### src/rtl/sha1_round_ctrl.sv
// SHA-1 compression sequencer: walks one block through work-variable load,
// ROUNDS round iterations (first WORDS paced by w_valid) and the chaining add.
module sha1_round_ctrl #(
    parameter int ROUNDS = 80,
    parameter int WORDS  = 16
) (
    input  logic       clk,
    input  logic       r,
    input  logic       blk_start,
    input  logic       first_blk,
    input  logic       w_valid,
    output logic       w_ready,
    input  logic       digest_ready,
    output logic       busy,
    output logic [6:0] t,
    output logic [1:0] fsel,
    output logic       w_sel,
    output logic       iv_load,
    output logic       work_load,
    output logic       round_en,
    output logic       hash_add,
    output logic       digest_valid
);

    localparam logic [2:0] S_IDLE  = 3'd0;
    localparam logic [2:0] S_INIT  = 3'd1;
    localparam logic [2:0] S_ROUND = 3'd2;
    localparam logic [2:0] S_ADD   = 3'd3;
    localparam logic [2:0] S_DONE  = 3'd4;

    localparam logic [6:0] T_LAST  = 7'(ROUNDS - 1);
    localparam logic [7:0] N_WORDS = 8'(WORDS);
    localparam logic [7:0] Q1      = 8'(ROUNDS / 4);
    localparam logic [7:0] Q2      = 8'(ROUNDS / 2);
    localparam logic [7:0] Q3      = 8'((3 * ROUNDS) / 4);

    logic [2:0] state;
    logic       first_q;
    logic       in_round;
    logic       word_phase;
    logic [6:0] t_inc;

    // Quarter of the round range; evaluated on the next t so fsel never lags t.
    function automatic logic [1:0] quarter(input logic [6:0] x);
        logic [7:0] xe;
        xe = {1'b0, x};
        if (xe >= Q3)      quarter = 2'd3;
        else if (xe >= Q2) quarter = 2'd2;
        else if (xe >= Q1) quarter = 2'd1;
        else               quarter = 2'd0;
    endfunction

    assign in_round   = (state == S_ROUND);
    assign word_phase = ({1'b0, t} < N_WORDS);
    assign t_inc      = t + 7'd1;

    assign w_ready      = in_round & word_phase;
    assign w_sel        = in_round & ~word_phase;
    assign round_en     = in_round & (~word_phase | w_valid);
    assign work_load    = (state == S_INIT);
    assign iv_load      = (state == S_INIT) & first_q;
    assign hash_add     = (state == S_ADD);
    assign digest_valid = (state == S_DONE);
    assign busy         = (state != S_IDLE);

    always_ff @(posedge clk) begin
        if (r) begin
            state   <= S_IDLE;
            t       <= '0;
            fsel    <= '0;
            first_q <= 1'b0;
        end else begin
            case (state)
                S_IDLE: begin
                    if (blk_start) begin
                        first_q <= first_blk;
                        state   <= S_INIT;
                    end
                end
                S_INIT: begin
                    t     <= '0;
                    fsel  <= '0;
                    state <= S_ROUND;
                end
                S_ROUND: begin
                    if (round_en) begin
                        if (t == T_LAST) begin
                            t     <= '0;
                            fsel  <= '0;
                            state <= S_ADD;
                        end else begin
                            t    <= t_inc;
                            fsel <= quarter(t_inc);
                        end
                    end
                end
                S_ADD: state <= S_DONE;
                S_DONE: begin
                    if (digest_ready) state <= S_IDLE;
                end
                default: state <= S_IDLE;
            endcase
        end
    end

endmodule

### config.mk
export PLATFORM = sky130hd
export DESIGN_NAME = sha1_round_ctrl
export DESIGN_NICKNAME = d
export VERILOG_FILES = /design/src/rtl/sha1_round_ctrl.sv
export SDC_FILE = /design/constraint.sdc
export NUM_CORES = 1
export LEC_CHECK = 0
export BUFFER_PORTS_ARGS = -buffer_cell sky130_fd_sc_hd__buf_4
export CORE_MARGIN = 2
export CORE_UTILIZATION = 55
export CTS_CLUSTER_SIZE = 10
export DETAILED_ROUTE_END_ITERATION = 7
export PLACE_DENSITY = 0.92
export SETUP_SLACK_MARGIN = 0.15
export SLEW_MARGIN = 25
export SYNTH_ARGS = -nofsm -noshare
export SYNTH_HDL_FRONTEND = slang
export SYNTH_SLANG_ARGS = --single-unit
### constraint.sdc
create_clock -name clk -period 6.1 [get_ports clk]
set_clock_uncertainty 0.15 [all_clocks]
set_input_delay 0.915 -clock clk [delete_from_list [all_inputs] [get_ports clk]]
set_output_delay 0.915 -clock clk [all_outputs]
set_load 0.01 [all_outputs]
[After elaboration in Yosys (flattened, before gate mapping)]
Index checks and enable logic that the tools add are counted.
Storage, ports and cells
  bits in latches: 0
  input port bits: 6
  bits in registers: 13
  memories kept: 0
  memory bits (read-only): 0
  logic and storage cells: 44
  output and inout bits: 17
  RAM bits: 0
Operators by class
  $add $sub $neg: 1
  shift-type cells: 0
  reduce and logical (&&, ||, !) cells: 6
  bitwise operators: 6
  $mul: 0
  mux-type cells: 14
  $lt $le $gt $ge: 4
  equality and inequality tests: 9
  div/mod/pow operators: 0
Operator list (count)
  3-bit case mux with 5 select lines: 1
  7-bit by 6-bit >= comparator with 1-bit output, second input constant: 2
  7-bit 2-to-1 mux: 2
  7-bit case mux with 2 select lines: 1
  3-bit 2-to-1 mux: 4
  2-bit 2-to-1 mux: 4
  7-bit by 1-bit adder with 7-bit output, second input constant: 1
  7-bit equality test, second input constant: 1
  7-bit by 5-bit >= comparator with 1-bit output, second input constant: 1
  7-bit by 5-bit < comparator with 1-bit output, second input constant: 1
  3-bit by 2-bit equality test with 1-bit output, second input constant: 2
  2-bit inequality test, second input constant: 3
  1-bit bitwise AND: 4
  2-bit case mux with 2 select lines: 1
  2-bit AND reduction: 2
  4-bit AND reduction: 1
  3-bit by 1-bit equality test with 1-bit output, second input constant: 1
  3-bit equality test, second input constant: 1
  3-bit logical NOT: 1
  3-bit nonzero test: 1
  2-bit by 1-bit inequality test with 1-bit output, second input constant: 1
  2-bit nonzero test: 1
  1-bit 2-to-1 mux: 1
  1-bit inverter: 1
  1-bit bitwise OR: 1

[Logic depth before layout (Yosys ltp)]
Gate-level depths: netlist of the first run.
  depth in word-level cells: 8
  mapped depth: 8
  depth with buffers taken out: 6

[Worst setup path before layout of the first run]
Ideal clock, no wire load.
  kind: input -> output
  from: in w_valid
  to: out round_en
  required time: 5035 ps
  path buffers: 0
  path slack: 3798 ps
  stages on the path: 3
  arrival time: 1237 ps
  cells stage by stage: nor2_1 a21o_4 clkinv_4
Between the ends
  longest elaborated chain between the ends: 2
Ends and longest elaborated chain
  start: declaration: RTL line 11  | input logic w_valid,
  1-bit bitwise OR: RTL line 59  | assign round_en = in_round & (~word_phase | w_valid);
  1-bit bitwise AND: RTL line 59
  end: declaration: RTL line 20  | output logic round_en,
Every way passes these cells.

[Worst setup path after layout of the first run]
  from: reg state[1]
  to: out round_en
Between the ends
  longest elaborated chain between the ends: 2
Ends and longest elaborated chain
  start: declaration: RTL line 37  | logic [2:0] state;
  start signal: assignment: RTL line 68  | state <= S_IDLE;
  start signal: assignment: RTL line 77  | state <= S_INIT;
  start signal: assignment: RTL line 83  | state <= S_ROUND;
  3-bit by 2-bit equality test with 1-bit output: RTL line 53  | assign in_round = (state == S_ROUND);
  1-bit bitwise AND: RTL line 59
Every way passes these cells.

==> summary.txt, run 1 <==
Drt
  • First-pass iteration count of the detailed router: 4
  • DR WL/cell: 14.3 microns
  • 1st-iter DRT viols: 38
  • Final WL: 2.10 mm
  • DR vias/cell: 6.20
  • Antenna-violating nets left: 0
  • DRC Markers: 0
  • Vias post-DR: 912

Yosys
  • Mapped Nets: 124
  • Post-synth top area share: 29.3%
  • Synth Instances: 116
  • Avg Cell Area, Syn: 7.65 sq um
  • Distinct cells, synth: 41
  • Asr flop ratio synth: 0%
  • Largest cells by area after synthesis: dfxtp_1 (29%), nor2_1 (5.5%), a21oi_1 (3.9%)
  • Post-synthesis sequential area ratio: 29.3%
  • Synthesized flop and latch total: 13
  • Leading area contributor after synthesis: dfxtp_1
  • EDFF count, synth: 0
  • Synth warn: 0
  • Synthesized area: 887 sq um
  • Top_reg_cell synth: dfxtp_1

Timing
  • Setup violations, final: 0
  • PnR worst setup slack: 3.43 ns
  • Fin crit share: 43.7%
  • Setup tns final: 0 ns
  • Final Max Slew Viols: 0
  • Worst hold margin: 0.306 ns
  • FMAX: 0.375 GHz
  • Worst-margin pin slew: 0.487 ns
  • Rel. slew slack: 67.5%
  • RSZ-0062 raised after global routing: false
  • Fin crit period: 2.67 ns
  • Final hold vios: 0

Floorplan
  • Top Ports: 23
  • Die area: 1950 sq um
  • Initial Util: 58.9%
  • Die Width: 44.2 microns
  • Die height: 44.2 microns
  • Core Box Area: 1510 sq um
  • Core Rows: 14

Cells and area
  • Multi-input gate area: 568 sq um
  • Area grow syn2layout: 18.6%
  • Share of cells above drive strength 1: 23.7%
  • Register area: 260 sq um
  • Most frequent cells in the layout: buf_4 (22), nor2_1 (13), dfxtp_1 (13), a21oi_1 (7), nand3_1 (7)
  • Commonest non-fill, non-tap cell in the layout: buf_4
  • Final #Nets: 140
  • Ant diodes: 0
  • Fillers: 144

Clock tree
  • Sink Count: 13
  • H-tree depth: 1
  • Num CTS Buffers: 3
  • CTS tree: built
  • Max clock buf depth: 2
  • Skew-Pair Late Insertion Delay: 0.28 ns
  • PostCTS Resize Cnt: 0
  • Cts hold-fix bufs: 0
  • Clock transition at the registers of the reported paths: 0.08 ns
  • Root Buffer: clkbuf_4
  • Setup Buffers After CTS: 0

Pwr
  • Power, Total: 0.000176 W
  • PD cells: 167 nW/um^2
  • Maximum VDD drop: 0.152 mV
  • P_leak: 0.426 nW

Critical path
  • Worst Setup End Kind: output pin
  • CP Class: reg2out
  • CP Data Required Time: 5.03 ns
  • Critical register-to-register path endpoint: fsel[0]
  • Depth of the worst register-to-register path: 6
  • CP max FO: 8
  • Setup slack, reg-to-reg: 3.99 ns
  • R2R Path Start: t[1]
  • Crit path arrival time: 1.60 ns
  • Crit path launch: state[1]
  • CP startpoint kind: flop

Placement
  • Post-place setup slack: 3.54 ns
  • Port buffer count: 22
  • Post-DP HPWL: 1.44 mm
  • Gpl congestion: 0.770

Run status
  • Status: finished clean

Global routing
  • Vias in the first global route: 790
  • Initial antenna violation count: 0
  • GR Overflow Total: 0
  • First-pass GRT wire length: 3.43 mm
  • GRT Resource Usage Total: 23.4%
  • Largest net degree at the start of global routing: 16

Run
  • Max-cap viol count: 0

Hold path
  • HP Start: fsel[0]
  • Worst Hold End: fsel[0]
  • Min-Delay Path Depth: 2
  • Hold Crit Class: reg2reg
registers in the layout (all words and copies together) (netlist names):
register,flops
fsel,2
t,7
state,3
first_q,1
cell families after synthesis:
logic type,after synthesis,synth area share [%]
multiplexers,2,2.26
AND/OR/NAND/NOR,57,36.7
buffers and inverters,13,6.63
XOR/XNOR,1,0.987
adder cells (fa/ha/maj),2,2.82
AO/OA/AOI/OAI,28,21.3
flip-flops,13,29.3
worst max-delay path: stages (launching register included):
cell	delay [ns]
dfxtp_1	0.47
or3b_4	0.45
a21o_4	0.22
clkinv_4	0.06
buf_4	0.11
synth_stat cells, types with 2 or more instances:
cell type / count
and2_1: 3
mux2i_1: 2
nand2_1: 6
and3_1: 3
o21ai_0: 2
a21oi_1: 7
ha_1: 2
clkbuf_1: 9
nand4_1: 3
nand3_1: 7
nor2b_1: 4
o31ai_1: 2
nand3b_1: 2
nor3_1: 2
o21ai_1: 5
nor2_1: 13
nor3b_1: 2
a31oi_1: 3
o221ai_1: 2
nand2b_1: 4
dfxtp_1: 13
per-layer routing:
| layer | GRT usage, % | vias up | share of wire [%] |
|---|---|---|---|
| li1 | - | 446 | - |
| met1 | 28.3 | 431 | 42 |
| met2 | 40.0 | 33 | 49 |
| met3 | 6.53 | 2 | 7.8 |
| met4 | 7.27 | 0 | 0.81 |
| met5 | 0 | - | 0 |
where the power goes:
group	switching [W]	internal, W	total (W)
combinational	0.0000152	0.0000142	0.0000294
sequential	0.00000429	0.0000871	0.0000914
clock	0.0000296	0.0000254	0.0000550
total	0.0000490	0.000127	0.000176
worst max path at each step:
stage | end
floorplan | round_en
global placement | round_en
detailed placement | round_en
CTS | round_en
global route | round_en
finish | round_en
per-stage QoR:
stage               utilization [%]  std cells  cell area, sq um
finish                         69.9        147              1050
global route                   69.9        147              1050
CTS                            69.9        147              1050
detailed placement             68.1        143              1030
global placement               68.1        143              1030
floorplan                         -        116               887
final cells by class:
cell class / instances / share of cell area (%)
inverters: 2 / 1.19
multi-input cells: 90 / 54.0
flip-flops and latches: 13 / 24.7
repair buffers: 22 / 15.7
clock buffers: 4 / 2.50
well taps: 16 / 1.90
(Power assumes the default switching activity.)
==> run 2: changes to the inputs <==
--- a/config.mk
+++ b/config.mk
@@ -7,10 +7,10 @@
 export LEC_CHECK = 0
 export BUFFER_PORTS_ARGS = -buffer_cell sky130_fd_sc_hd__buf_4
 export CORE_MARGIN = 2
-export CORE_UTILIZATION = 55
+export CORE_UTILIZATION = 51
 export CTS_CLUSTER_SIZE = 10
 export DETAILED_ROUTE_END_ITERATION = 7
-export PLACE_DENSITY = 0.92
+export PLACE_DENSITY = 0.86
 export SETUP_SLACK_MARGIN = 0.15
 export SLEW_MARGIN = 25
 export SYNTH_ARGS = -nofsm -noshare
==> constraint.sdc (replaced) <==
create_clock -name clk -period 2.7 [get_ports clk]
set_clock_uncertainty 0.15 [all_clocks]
set_input_delay 0.405 -clock clk [delete_from_list [all_inputs] [get_ports clk]]
set_output_delay 0.405 -clock clk [all_outputs]
set_load 0.01 [all_outputs]
==> summary.txt, run 2 (synthesis results as in run 1) <==
Clock tree
  • Cts hold-fix bufs: 0
  • Skew-Pair Late Insertion Delay: 0.28 ns
  • Setup Buffers After CTS: 0
  • H-tree depth: 1
  • Clock transition at the registers of the reported paths: 0.08 ns
  • PostCTS Resize Cnt: 0
  • Root Buffer: clkbuf_4
  • CTS tree: built
  • Max clock buf depth: 2
  • Num CTS Buffers: 3
  • Sink Count: 13

Cells and area
  • Final #Nets: 140
  • Area grow syn2layout: 18.8%
  • Register with the most flip-flops: t
  • Share of cells above drive strength 1: 23.7%
  • Commonest non-fill, non-tap cell in the layout: buf_4
  • Ant diodes: 0
  • Largest register FFs: 7
  • Biggest regs: t x7, state x3, fsel x2
  • Most frequent cells in the layout: buf_4 (22), nor2_1 (13), dfxtp_1 (13), a21oi_1 (7), nand3_1 (7)

Critical path
  • Crit path launch: state[1]
  • Worst Setup End Kind: output pin
  • Setup slack, reg-to-reg: 0.57 ns
  • CP Data Required Time: 2.14 ns
  • Critical register-to-register path endpoint: fsel[1]
  • Critical Path Slowest Stage Cell: dfxtp_1
  • CP Class: reg2out
  • R2R Path Start: t[1]
  • Largest stage delay, worst path: 0.48 ns
  • CP max FO: 8
  • Crit path to: round_en
  • Crit path arrival time: 1.60 ns
  • Depth of the worst register-to-register path: 5
  • Worst path cell trace: or3b_4 > a21o_4 > clkinv_4 > buf_4
  • CP startpoint kind: flop

Timing
  • Worst hold margin: 0.205 ns
  • Final hold vios: 0
  • Worst-margin pin slew: 0.480 ns
  • Setup violations, final: 0
  • Rel. slew slack: 67.9%
  • Final Max Slew Viols: 0
  • Setup tns final: 0 ns
  • PnR worst setup slack: 0.547 ns
  • RSZ-0062 raised after global routing: false
  • Fin crit share: 79.8%
  • FMAX: 0.464 GHz
  • Fin crit period: 2.15 ns

Floorplan
  • Core Rows: 15
  • Die area: 2090 sq um
  • Die Width: 45.7 microns
  • Initial Util: 52.5%
  • Top Ports: 23
  • Die height: 45.7 microns
  • Core Box Area: 1690 sq um

Drt
  • Antenna-violating nets left: 0
  • DRC Markers: 0
  • Vias post-DR: 877
  • DR WL/cell: 13.7 microns
  • Final WL: 2.03 mm
  • 1st-iter DRT viols: 17
  • DR vias/cell: 5.93
  • First-pass iteration count of the detailed router: 4

Pwr
  • Logic pwr share: 16.4%
  • Maximum VDD drop: 0.263 mV
  • Clock power share: 31.3%
  • P_leak: 0.426 nW
  • Sw Pwr: 0.000109 W
  • Switching part of the total power: 27.5%
  • PD cells: 375 nW/um^2
  • P_int: 0.000286 W
  • Sequential fraction of design power: 52.2%

Placement
  • Post-DP HPWL: 1.46 mm
  • Gpl congestion: 0.914
  • Port buffer count: 22
  • Post-place setup slack: 0.607 ns

Global routing
  • Initial antenna violation count: 0
  • GRT Resource Usage Total: 21.4%
  • Vias in the first global route: 756
  • First-pass GRT wire length: 3.24 mm
  • Largest net degree at the start of global routing: 16
  • GR Overflow Total: 0

Run status
  • Status: finished clean

Run
  • Max-cap viol count: 0

Hold path
  • Hold Crit Class: in2reg
==> run 2: metrics by stage <==
stage                     utilization, %  cell area (sq um)  total power, W  std cells
after floorplan                        -                887        0.000252        116
after global placement              60.8               1030        0.000274        144
after detailed placement            60.8               1030        0.000276        144
after CTS                           62.4               1050        0.000399        148
after global routing                62.4               1050        0.000411        148
final                               62.4               1050        0.000395        148
==> run 2: layer usage <==
metal | GRT usage, % | routed length [microns] | vias up | share of wire (%)
met2 | 36.3 | 1000 | 23 | 49
li1 | - | - | 446 | -
met1 | 25.6 | 903 | 403 | 44
met3 | 2.78 | 80 | 5 | 3.9
met5 | 0 | 0 | - | 0
met4 | 12.0 | 44 | 0 | 2.2
==> run 2: worst min path at each step <==
stage / start / endpoint / slack, ns / cells after the start
after floorplan: first_q / first_q / 0.30 / 2
after global placement: fsel[0] / fsel[0] / 0.30 / 2
after detailed placement: fsel[0] / fsel[0] / 0.30 / 2
after CTS: first_blk / first_q / 0.20 / 3
after global routing: first_blk / first_q / 0.24 / 3
final: first_blk / first_q / 0.20 / 3
==> run 2: layout make-up <==
| class | instances | area [sq um] |
|---|---|---|
| Timing Repair Buffer | 22 | 165 |
| Multi-Input combinational cell | 90 | 568 |
| Sequential cell | 13 | 260 |
| Fill cell | 165 | 636 |
| Tap cell | 17 | 21.3 |
| Clock buffer | 4 | 26.3 |
| Inverter | 2 | 12.5 |
==> run 2: worst max-delay path: cells and delay by family, from the launching register on <==
| kind | cells | cell delay, ns |
|---|---|---|
| flops | 1 | 0.48 |
| simple gates | 1 | 0.45 |
| buf+inv | 2 | 0.17 |
| compound gates | 1 | 0.22 |
==> run 2: power groups by stage <==
| stage | sequential (W) | combinational, W | clock, W |
|---|---|---|---|
| floorplan | 0.000204 | 0.0000487 | 0 |
| global placement | 0.000210 | 0.0000639 | 0 |
| detailed placement | 0.000211 | 0.0000656 | 0 |
| CTS | 0.000206 | 0.0000655 | 0.000127 |
| global route | 0.000207 | 0.0000712 | 0.000132 |
| finish | 0.000206 | 0.0000649 | 0.000124 |
